**src/rtl/uart_rx_reader.sv**
```systemverilog
// UART 8N1 receiver: 2-flop synchronized line, centre-of-bit sampling,
// single-entry valid/ready output register with frame-error and overrun pulses.
module uart_rx_reader #(
    parameter int unsigned clk_mhz  = 50,
    parameter int unsigned boadrate = 9600
) (
    input  logic       clk,
    input  logic       rst,
    input  logic       rx,
    output logic       down_valid,
    input  logic       down_ready,
    output logic [7:0] down_data,
    output logic       busy,
    output logic       frame_err,
    output logic       overrun
);
    localparam int unsigned SCALE = clk_mhz * 1000 * 1000 / boadrate;
    localparam int unsigned HALF  = SCALE / 2;
    localparam int unsigned CW    = $clog2(SCALE);
    localparam logic [CW-1:0] SCALE_M1 = CW'(SCALE - 1);
    localparam logic [CW-1:0] HALF_M1  = CW'(HALF - 1);

    typedef enum logic [1:0] {IDLE, START, DATA, STOP} state_t;

    state_t        state;
    logic [CW-1:0] cnt;
    logic [2:0]    bit_idx;
    logic [7:0]    shift_reg;
    logic          rx_meta;
    logic          rx_s;
    logic          rx_d;

    assign busy = (state != IDLE);

    always_ff @(posedge clk) begin
        if (rst) begin
            state      <= IDLE;
            cnt        <= '0;
            bit_idx    <= '0;
            shift_reg  <= '0;
            rx_meta    <= 1'b1;
            rx_s       <= 1'b1;
            rx_d       <= 1'b1;
            down_valid <= 1'b0;
            down_data  <= '0;
            frame_err  <= 1'b0;
            overrun    <= 1'b0;
        end else begin
            rx_meta   <= rx;
            rx_s      <= rx_meta;
            rx_d      <= rx_s;
            frame_err <= 1'b0;
            overrun   <= 1'b0;

            // A delivery later in this block overrides this clear.
            if (down_valid && down_ready)
                down_valid <= 1'b0;

            case (state)
                IDLE: begin
                    if (rx_d && !rx_s) begin
                        cnt   <= HALF_M1;
                        state <= START;
                    end
                end
                START: begin
                    if (cnt == '0) begin
                        if (!rx_s) begin
                            cnt     <= SCALE_M1;
                            bit_idx <= '0;
                            state   <= DATA;
                        end else begin
                            state <= IDLE;
                        end
                    end else begin
                        cnt <= cnt - 1'b1;
                    end
                end
                DATA: begin
                    if (cnt == '0) begin
                        shift_reg[bit_idx] <= rx_s;
                        cnt                <= SCALE_M1;
                        bit_idx            <= bit_idx + 1'b1;
                        if (bit_idx == 3'd7)
                            state <= STOP;
                    end else begin
                        cnt <= cnt - 1'b1;
                    end
                end
                STOP: begin
                    if (cnt == '0) begin
                        state <= IDLE;
                        if (!rx_s) begin
                            frame_err <= 1'b1;
                        end else if (!down_valid || down_ready) begin
                            down_data  <= shift_reg;
                            down_valid <= 1'b1;
                        end else begin
                            overrun <= 1'b1;
                        end
                    end else begin
                        cnt <= cnt - 1'b1;
                    end
                end
                default: state <= IDLE;
            endcase
        end
    end
endmodule

```
**config.mk**
```make
export PLATFORM = sky130hd
export DESIGN_NAME = uart_rx_reader
export DESIGN_NICKNAME = d
export VERILOG_FILES = /design/src/rtl/uart_rx_reader.sv
export SDC_FILE = /design/constraint.sdc
export NUM_CORES = 1
export LEC_CHECK = 0
export CAP_MARGIN = 30
export CORE_MARGIN = 2
export CORE_UTILIZATION = 52
export CTS_CLUSTER_DIAMETER = 80
export DETAILED_ROUTE_END_ITERATION = 10
export PLACE_DENSITY = 0.72
export SLEW_MARGIN = 40
export SYNTH_ARGS = -nofsm -noshare
export SYNTH_HDL_FRONTEND = slang
export SYNTH_SLANG_ARGS = --single-unit
```
**constraint.sdc**
```tcl
create_clock -name clk -period 6.4 [get_ports clk]
set_input_delay 0.96 -clock clk [delete_from_list [all_inputs] [get_ports clk]]
set_output_delay 0.96 -clock clk [all_outputs]
set_load 0.05 [all_outputs]
```
## Word level (Yosys, flattened, before mapping)

Index checks and enable logic that the tools add are counted.
Widths: inputs -> output; s select.

| storage, ports and cells | value |
|---|---|
| bits in registers | 40 |
| bits in latches | 0 |
| bits in writable memories | 0 |
| ROM bits | 0 |
| input port bits | 4 |
| output and inout port bits | 12 |
| logic and storage cells | 74 |
| memories | 0 |

| cells by class | value |
|---|---|
| $add $sub $neg | 2 |
| multipliers | 0 |
| div/mod/pow operators | 0 |
| magnitude comparators | 2 |
| equality and inequality tests | 12 |
| shifts and indexed selects | 0 |
| mux-type cells | 27 |
| bitwise operators | 3 |
| reduce and logical (&&, ||, !) cells | 17 |

Operators with widths:

| cell | number |
|---|---|
| $mux 13 | 5 |
| $pmux 13 s4 | 1 |
| $ne 2x2->1 const B | 7 |
| $logic_not 13->1 | 1 |
| $sub 13x1->13 const B | 1 |
| $mux 2 | 6 |
| $mux 3 | 3 |
| $bwmux 8 | 1 |
| $mux 1 | 8 |
| $pmux 2 s4 | 1 |
| $reduce_and 4->1 | 2 |
| $pmux 3 s2 | 1 |
| $reduce_and 5->1 | 1 |
| $eq 2x2->1 const B | 2 |
| $lt 3x4->1 const B | 1 |
| $reduce_bool 2->1 | 2 |
| $reduce_or 4->1 | 1 |
| $add 3x1->3 const B | 1 |
| $demux 1 s3 | 1 |
| $eq 3x3->1 const B | 1 |
| $ge 3x1->1 const B | 1 |
| $logic_and 1x1->1 | 3 |
| $ne 3x3->1 const B | 1 |
| $not 1->1 | 3 |
| other kinds (7) | 8 |

## Logic depth before layout (Yosys ltp)

Gate-level depths: netlist of run 1.

| depth | value |
|---|---|
| word-level depth | 6 |
| gate-level depth with buffers | 9 |

## Worst setup path after synthesis of run 1

Ideal clock, no wire load.

| timing | value |
|---|---|
| path kind | reg-to-reg |
| start point | register cnt[0] |
| end point | register cnt[10] |
| arrival | 2.273 ns |
| required time | 6.281 ns |
| setup slack | 4.009 ns |
| cell stages (with the launch flop) | 10 |
| buffers on the path | 2 |
| clock period less this slack | 2.391 ns |
| cells stage by stage | dfxtp_1 inv_1 ha_1 or4b_1 or4_4 buf_6 o21a_1 buf_6 o21a_1 o221a_1 |

| between the ends | value |
|---|---|
| longest elaborated chain between the ends | 3 |
| elaborated cells on any way between the ends | 9 |
| classes of those cells | add/sub: 1; eq/ne: 2; mux: 4; reduce/logical: 2 |

Ends and longest elaborated chain:

| what | line | source |
|---|---|---|
| start: declaration | 26 | `logic [CW-1:0] cnt;` |
| start signal: assignment | 76 | `cnt <= cnt - 1'b1;` |
| start signal: assignment | 87 | `cnt <= cnt - 1'b1;` |
| start signal: assignment | 102 | `cnt <= cnt - 1'b1;` |
| $sub 13x1->13 or $logic_not 13->1 (tied branches) | -- |  |
| $mux 13 (tied with other cells) | 91 | `if (cnt == '0) begin` |
| $pmux 13 s4 or $reduce_and 3->1 (tied branches) | -- |  |

Several ways; a longest one is shown, not always the timed one. The select of a mux whose other input is x is not followed.
A chain may end at the register's enable or synchronous reset.

## Worst setup path in the final report of run 1

| timing | value |
|---|---|
| start point | register state[0] |
| end point | output port busy |

| between the ends | value |
|---|---|
| longest elaborated chain between the ends | 1 |

Ends and longest elaborated chain:

| what | line | source |
|---|---|---|
| start: declaration | 25 | `state_t state;` |
| start signal: assignment | 37 | `state <= IDLE;` |
| start signal: assignment | 63 | `state <= START;` |
| start signal: assignment | 71 | `state <= DATA;` |
| $reduce_bool 2->1 | 33 | `assign busy = (state != IDLE);` |
| end: declaration | 13 | `output logic busy,` |

No other way between the ends.

==> results of run 1 <==
## final timing paths
path	from	end	slack, ps	depth (start not counted)
worst max-delay path	state[0]$_SDFFE_PP0P_	busy	3590	4
worst min-delay path	rx_meta$_SDFF_PP1_	rx_s$_SDFF_PP1_	410	1
worst max register to register	cnt[0]$_SDFFE_PP0P_	cnt[1]$_SDFFE_PP0P_	3810	7
worst min register to register	rx_meta$_SDFF_PP1_	rx_s$_SDFF_PP1_	410	1
## logic make-up after synthesis
kind of cell | share of synthesized area
AND/OR/NAND/NOR | 0.220
multiplexers | 0.103
buffers and inverters | 0.0577
adder cells (fa/ha/maj) | 0.0552
AO/OA/AOI/OAI | 0.171
flip-flops | 0.393
## area by class of cell
class                      instances  share of cell area
multi-input combinational        165               0.484
sequential                        40               0.342
timing repair buffer              17              0.0706
clock buffer                       5              0.0294
clock inverter                     2              0.0257
tap                               48              0.0257
inverter                          14              0.0225
## per-layer routing
metal,up-vias,wire [µm],global-route usage
met5,-,0,0
met4,0,84,0.115
met3,13,232,0.0507
met2,54,2060,0.359
met1,756,1910,0.254
li1,848,-,-
## cells in the mapped netlist, types with 3 or more instances
cell type,number
nor4_1,5
a21oi_1,15
or2_2,4
clkbuf_1,8
o21a_1,4
o211ai_1,3
o21ai_0,12
mux2i_1,21
nand2_1,5
and2_1,4
nand3_1,4
or4_1,3
dfxtp_1,40
inv_1,14
nand2b_1,4
nor3_1,7
a31oi_1,3
ha_1,9
nor2_1,30
## power by group
part / internal (W) / switching (W) / total (W)
clock network: 0.000153 / 0.0000860 / 0.000239
logic: 0.0000953 / 0.000161 / 0.000257
registers: 0.000267 / 0.0000233 / 0.000291
## through the flow
step,hold WS (ps),instance area [µm²],util
final,411,2340,0.630
after global routing,438,2340,0.630
after CTS,412,2330,0.627
after detailed placement,394,2200,0.592
after global placement,397,2200,0.592
after floorplan,389,2040,-
==> impl_metrics.yaml, run 1 <==
logic_synthesis:
  synth_area_leaders: "dfxtp_1, mux2i_1, ha_1"
  synth_top_area_cell: "dfxtp_1"
  syn_area_um2: 2040
  syn_inst: 231
  syn_avg_cell_area_um2: 8.83
  yosysTopAreaCellShare: 0.393
  ys.flop_type: "dfxtp_1"
  async_flop_share: 0
  synth_seq_cells: 40
  yosysSeqAreaShare: 0.393
  synth_fp_nets: 244
  ys.warnings.count: 0
  synth_cell_types: 46
  synth_edf_count: 0
die:
  die_x_um: 66.6
  core_um2: 3720
  ios: 16
  rows: 22
  fp.dieH_um: 66.6
  die_area_um2: 4440
  start_util: 0.549
layout:
  multiInputGateArea_um2: 1130
  final_cell_count_no_fill: 291
  n_antenna_cell: 0
  layout_common_cells: "dfxtp_1, nor2_1, mux2i_1, a21oi_1, clkdlybuf4s50_1"
  layout_commonest_cell: "dfxtp_1"
  largest_reg_flops: 13
  area_delta_synth_final_pct: 14.7
  fillers: 335
  fin_nets: 256
  layout-drive-gt1-share: 0.0782
  ff_latch_area_um2: 801
clock_network:
  cts.sinks: 40
  cts_hold_buf: 0
  cts_post_setup_buffers_inserted: 0
  cts-root-buf: "clkbuf_8"
  clock_path_buffers: 2
  tritoncts.num_buffers: 5
  cts_resized: 0
  h-tree-depth: 2
  cts_tree: "done"
  clock_latency_ps: 290
  cts.clk_slew.worst_paths_ps: 70
sta:
  post-route-min-period_ps: 2810
  relSlewSlack: 0.563
  fin_worst_skew_ps: 5.80
  finalHoldViolCount: 0
  worst_slack_ps: 3590
  setup_viol_count_final: 0
  fin_crit_sh: 0.438
  tightest_slew_ps: 652
  setup-tns-final_ps: 0
  max_freq_mhz: 356
  report.final.slew_viol_count: 0
  rsz0062_at_grt: "false"
setup_path:
  cp_slowest_cell: "clkdlybuf4s50_1"
  cp.arrival_ps: 1850
  critical_path_buf_inv_count: 3
  crit_path_frequent_cell: "inv_1"
  cp_top_family: "buffers and inverters"
  path_class: "reg2out"
  worst_setup_path_end_kind: "output port"
  worstSetupStartpointType: "flip-flop"
  max_stage_delay_ps: 790
  crit_required_ps: 5440
  crit_chain: "inv_1, ha_1, inv_1, clkdlybuf4s50_1"
  critPathMaxFanout: 5
global_routing:
  gr-total-overflow: 0
  antenna_found_initial: 0
  grt.total_usage: 0.215
  grt_start_max_net_pins: 36
  grt_pass1_wl_mm: 7.23
  grt_pass1_vias: 1624
power:
  power.leakage_nw: 0.948
  power.total_w: 0.000787
  power.density_nw_per_um2: 336
  ir_drop_mv: 0.159
drt:
  drt_iter0_drc: 125
  vias: 1671
  antenna_left: 0
  drc: 0
  via_per_inst: 5.74
  drt_wl_total_mm: 4.29
  dr.pass1.iters: 4
  avgRoutedWirePerCell_um: 14.7
job:
  max_cap_viol_count: 0
placement:
  place_ws_ps: 3860
  placedCellCount: 284
  io_buffers: 15
  post-dp-hpwl_mm: 2.93
  gp_congestion: 0.829
status:
  status: "finished clean"
hold_path:
  worstHoldPathType: "reg2reg"
No activity file was read; power rests on OpenSTA's default activity.
==> inputs of run 2 (changes only) <==
--- a/config.mk
+++ b/config.mk
@@ -10,7 +10,7 @@
 export CORE_UTILIZATION = 52
 export CTS_CLUSTER_DIAMETER = 80
 export DETAILED_ROUTE_END_ITERATION = 10
-export PLACE_DENSITY = 0.72
+export PLACE_DENSITY = 0.75
 export SLEW_MARGIN = 40
 export SYNTH_ARGS = -nofsm -noshare
 export SYNTH_HDL_FRONTEND = slang
==> constraint.sdc (replaced) <==
create_clock -name clk -period 2.55 [get_ports clk]
set_input_delay 0.3825 -clock clk [delete_from_list [all_inputs] [get_ports clk]]
set_output_delay 0.3825 -clock clk [all_outputs]
set_load 0.05 [all_outputs]
==> run 2 against run 1 <==
  * Sequential share of layout area is 0.43 points lower
  * Largest power group unchanged
  * Critical endpoint is now cnt[12]$_SDFFE_PP0P_
  * Combinational power grew to 2.5 times the previous value
  * Worst setup slack worse by 3500 ps
  * Critical path depth is 3 higher
  * Clock skew is 3.8 ps higher
  * Cell area is 1.3% higher
==> impl_metrics.yaml, run 2 (synthesized netlist as in run 1, its figures left out) <==
setup_path:
  startpoint: "cnt[0]$_SDFFE_PP0P_"
  critPathMaxFanout: 11
  path_class: "reg2reg"
  cp.arrival_ps: 2640
  cp_slowest_cell: "or4_4"
  crit_chain: "inv_1, ha_1, or4b_1, or4_4, o21a_2, o21a_1, o221a_2"
  worstSetupStartpointType: "flip-flop"
  max_stage_delay_ps: 560
  r2r-start: "cnt[0]$_SDFFE_PP0P_"
  worst_setup_path_end_kind: "flip-flop"
  crit_required_ps: 2750
  r2r_setup_slack_ps: 110
  regToRegEndpoint: "cnt[12]$_SDFFE_PP0P_"
  worstRegToRegCells: 7
clock_network:
  cts_hold_buf: 0
  cts_resized: 0
  tritoncts.num_buffers: 5
  cts-root-buf: "clkbuf_8"
  clock_path_buffers: 2
  clock_latency_ps: 300
  cts_tree: "done"
  cts.sinks: 40
  cts.clk_slew.worst_paths_ps: 80
  cts_post_setup_buffers_inserted: 0
  h-tree-depth: 2
layout:
  n_antenna_cell: 0
  fillers: 319
  multiInputGateArea_um2: 1120
  fin_nets: 263
  ff_latch_area_um2: 801
  layout_commonest_cell: "dfxtp_1"
  layout_common_cells: "dfxtp_1, nor2_1, mux2i_1, a21oi_1, clkdlybuf4s50_1"
  largest_reg_flops: 13
  area_delta_synth_final_pct: 16.2
  layout-drive-gt1-share: 0.112
global_routing:
  antenna_found_initial: 0
  grt_pass1_wl_mm: 7.04
  grt_pass1_vias: 1508
  gr-total-overflow: 0
  grt_start_max_net_pins: 25
  grt.total_usage: 0.209
job:
  max_cap_viol_count: 0
die:
  die_x_um: 66.6
  rows: 22
  core_um2: 3720
  fp.dieH_um: 66.6
  start_util: 0.549
  ios: 16
  die_area_um2: 4440
placement:
  gp_congestion: 0.847
  io_buffers: 15
  post-dp-hpwl_mm: 2.77
power:
  power.total_w: 0.00190
  ir_drop_mv: 0.409
  power.leakage_nw: 0.977
  power.density_nw_per_um2: 802
sta:
  report.final.slew_viol_count: 0
  setup_viol_count_final: 0
  rsz0062_at_grt: "false"
  tightest_slew_ps: 523
  fin_worst_skew_ps: 9.61
  max_freq_mhz: 410
  relSlewSlack: 0.648
  post-route-min-period_ps: 2440
  fin_crit_sh: 0.957
  setup-tns-final_ps: 0
  finalHoldViolCount: 0
drt:
  drc: 0
  avgRoutedWirePerCell_um: 13.5
  drt_wl_total_mm: 4.03
  via_per_inst: 5.63
  antenna_left: 0
  vias: 1684
  drt_iter0_drc: 168
  dr.pass1.iters: 4
status:
  status: "finished clean"
hold_path:
  worstHoldPathType: "reg2reg"
  worstHoldStart: "rx_meta$_SDFF_PP1_"
  min_path_cells: 1
  worstHoldEndpoint: "rx_s$_SDFF_PP1_"
[run 2: cell count changes in the layout (fill, tap and decap cells not counted), sizes merged]
cell	change
clkinv	+2
bufinv	-1
buf	+7
[run 2: critical path: cells and delay by family, from the launching register on]
| family | cells | cell delay [ps] |
|---|---|---|
| buffers and inverters | 1 | 120 |
| and+or+nand+nor | 2 | 1070 |
| AOI/OAI and AO/OA | 3 | 670 |
| adders and majority gates | 1 | 150 |
| DFF | 1 | 320 |
[run 2: stage by stage]
stage	setup WS [ps]	hold WS [ps]	instances	util	cell area, µm²
2_1_floorplan	159	389	231	-	2040
3_3_place_gp	125	394	291	0.606	2250
3_5_place_dp	73.1	397	291	0.606	2250
4_1_cts	62.0	416	299	0.637	2370
5_1_grt	9.25	449	299	0.638	2370
6_report	109	412	299	0.638	2370
[run 2: cell type report]
class                           count  share of cell area
Timing Repair Buffer               24              0.0919
Clock inverter                      3              0.0201
Inverter                           14              0.0222
Multi-Input combinational cell    165               0.474
Sequential cell                    40               0.338
Tap cell                           48              0.0253
Clock buffer                        5              0.0290
[run 2: layer usage]
layer,routed length (µm),GRT usage,vias to the layer above
met5,0,0,-
met4,80,0.0918,0
met3,252,0.0541,7
met2,1710,0.285,45
met1,1980,0.306,771
li1,-,-,861
[run 2: power by group]
part	switching (W)	internal, W	leakage, nW	total [W]
registers	0.0000541	0.000671	0.324	0.000725
clock network	0.000236	0.000295	0.0583	0.000530
logic	0.000391	0.000254	0.594	0.000645
[run 2: how the worst max path moves through the flow]
stage and endpoint:
6_report cnt[12]$_SDFFE_PP0P_, 5_1_grt cnt[1]$_SDFFE_PP0P_, 4_1_cts cnt[12]$_SDFFE_PP0P_, 3_5_place_dp cnt[12]$_SDFFE_PP0P_, 3_3_place_gp cnt[12]$_SDFFE_PP0P_, 2_1_floorplan cnt[10]$_SDFFE_PP0P_
==> inputs of run 3 (changes only) <==
--- a/config.mk
+++ b/config.mk
@@ -10,7 +10,7 @@
 export CORE_UTILIZATION = 52
 export CTS_CLUSTER_DIAMETER = 80
 export DETAILED_ROUTE_END_ITERATION = 10
-export PLACE_DENSITY = 0.75
+export PLACE_DENSITY_LB_ADDON = 0.3
 export SLEW_MARGIN = 40
 export SYNTH_ARGS = -nofsm -noshare
 export SYNTH_HDL_FRONTEND = slang
==> run 3 against run 2 <==
  * Combinational power is 2% higher
  * Worst setup slack worse by 26 ps
  * Total power is 4.2% lower
  * Global-route usage is 0.68 points higher
  * Die area stayed put
  * Via count is 0.83% higher
  * Non-clock buffer count is 1 higher
  * First-iteration DRC count is 28% lower
  * Sequential power is 0.7% lower
  * Cell area is 0.16% lower
  * Wire length is 5.5% higher
==> impl_metrics.yaml, run 3 (synthesized netlist as in run 1, its figures left out) <==
clock_network:
  cts.clk_slew.worst_paths_ps: 80
  cts_hold_buf: 0
  tritoncts.num_buffers: 5
  cts-root-buf: "clkbuf_8"
  clock_path_buffers: 2
  cts_tree: "done"
  clock_latency_ps: 300
  h-tree-depth: 2
  cts.sinks: 40
status:
  status: "finished clean"
placement:
  io_buffers: 15
  gp_congestion: 0.915
  post-dp-hpwl_mm: 2.94
global_routing:
  grt_start_max_net_pins: 23
  grt.total_usage: 0.216
  antenna_found_initial: 0
  grt_pass1_wl_mm: 7.20
  grt_pass1_vias: 1532
  gr-total-overflow: 0
sta:
  setup_viol_count_final: 0
  hold_ws_ps: 415
  tightest_slew_ps: 607
  relSlewSlack: 0.592
  post-route-min-period_ps: 2470
  fin_worst_skew_ps: 8.59
  report.final.slew_viol_count: 0
  fin_crit_sh: 0.967
  setup-tns-final_ps: 0
  finalHoldViolCount: 0
  rsz0062_at_grt: "false"
  max_freq_mhz: 405
layout:
  layout-drive-gt1-share: 0.115
  fin_nets: 264
  largest_reg_flops: 13
  layout_common_cells: "dfxtp_1, nor2_1, mux2i_1, a21oi_1, clkdlybuf4s50_1"
  area_delta_synth_final_pct: 16.0
  layout_commonest_cell: "dfxtp_1"
  n_antenna_cell: 0
setup_path:
  startpoint: "cnt[0]$_SDFFE_PP0P_"
  critPathMaxFanout: 11
  r2r_setup_slack_ps: 80
  crit_required_ps: 2740
  cp-endpoint: "cnt[12]$_SDFFE_PP0P_"
  regToRegEndpoint: "cnt[12]$_SDFFE_PP0P_"
  cp.arrival_ps: 2660
  worstSetupStartpointType: "flip-flop"
  r2r-start: "cnt[0]$_SDFFE_PP0P_"
  path_class: "reg2reg"
  worst_setup_path_end_kind: "flip-flop"
  worstRegToRegCells: 7
die:
  die_area_um2: 4440
  fp.dieH_um: 66.6
  ios: 16
  die_x_um: 66.6
  core_um2: 3720
  start_util: 0.549
  rows: 22
drt:
  drt_iter0_drc: 121
  avgRoutedWirePerCell_um: 14.2
  via_per_inst: 5.66
  antenna_left: 0
  drc: 0
  drt_wl_total_mm: 4.25
  vias: 1698
  dr.pass1.iters: 4
power:
  power.density_nw_per_um2: 769
  power.leakage_nw: 0.968
  ir_drop_mv: 0.456
job:
  max_cap_viol_count: 0
hold_path:
  worstHoldPathType: "reg2reg"
## run 3: through the flow
step	instances	util	setup WS, ps	power [W]	instance area, µm²
floorplan	231	-	159	0.00125	2040
global placement	292	0.611	128	0.00138	2270
finish	300	0.637	83.7	0.00182	2370
global route	300	0.637	6.15	0.00194	2370
detailed placement	292	0.611	52.7	0.00138	2270
CTS	300	0.636	38.3	0.00182	2360
## run 3: final cells by class
cell class	count	area, µm²
Sequential cell	40	801
Fill cell	326	1350
Tap cell	48	60.1
Multi-Input combinational cell	165	1120
Timing Repair Buffer	25	238
Clock buffer	5	68.8
Inverter	14	52.6
Clock inverter	3	23.8
## run 3: worst min path at each step
stage / end / slack, ps / from / depth (start not counted)
after floorplan: rx_s$_SDFF_PP1_ / 390 / rx_meta$_SDFF_PP1_ / 1
after global placement: rx_s$_SDFF_PP1_ / 390 / rx_meta$_SDFF_PP1_ / 1
after detailed placement: rx_s$_SDFF_PP1_ / 400 / rx_meta$_SDFF_PP1_ / 1
after CTS: rx_s$_SDFF_PP1_ / 420 / rx_meta$_SDFF_PP1_ / 1
after global routing: rx_s$_SDFF_PP1_ / 430 / rx_meta$_SDFF_PP1_ / 1
final: rx_s$_SDFF_PP1_ / 410 / rx_meta$_SDFF_PP1_ / 1
## run 3: layer usage
metal,vias to the layer above,global-route usage,share of wire
li1,864,-,-
met1,791,0.300,0.51
met2,37,0.319,0.42
met3,6,0.0608,0.048
met4,0,0.0765,0.017
met5,-,0,0
## run 3: power breakdown
group	total (W)	switching, W	internal, W
clock network	0.000439	0.000245	0.000194
registers	0.000720	0.0000491	0.000671
logic	0.000661	0.000404	0.000257
## run 3: repair_timing
item                                    CTS  global route
setup buffers                             0             0
endpoints found under the setup margin    0             5
gates resized for setup                   0             2
## run 3: critical path: stages, from the launching register on
cell,delay (ps)
dfxtp_1,330
inv_1,110
ha_1,160
or4b_1,510
or4_4,560
o21a_2,320
o21a_1,130
o221a_2,230
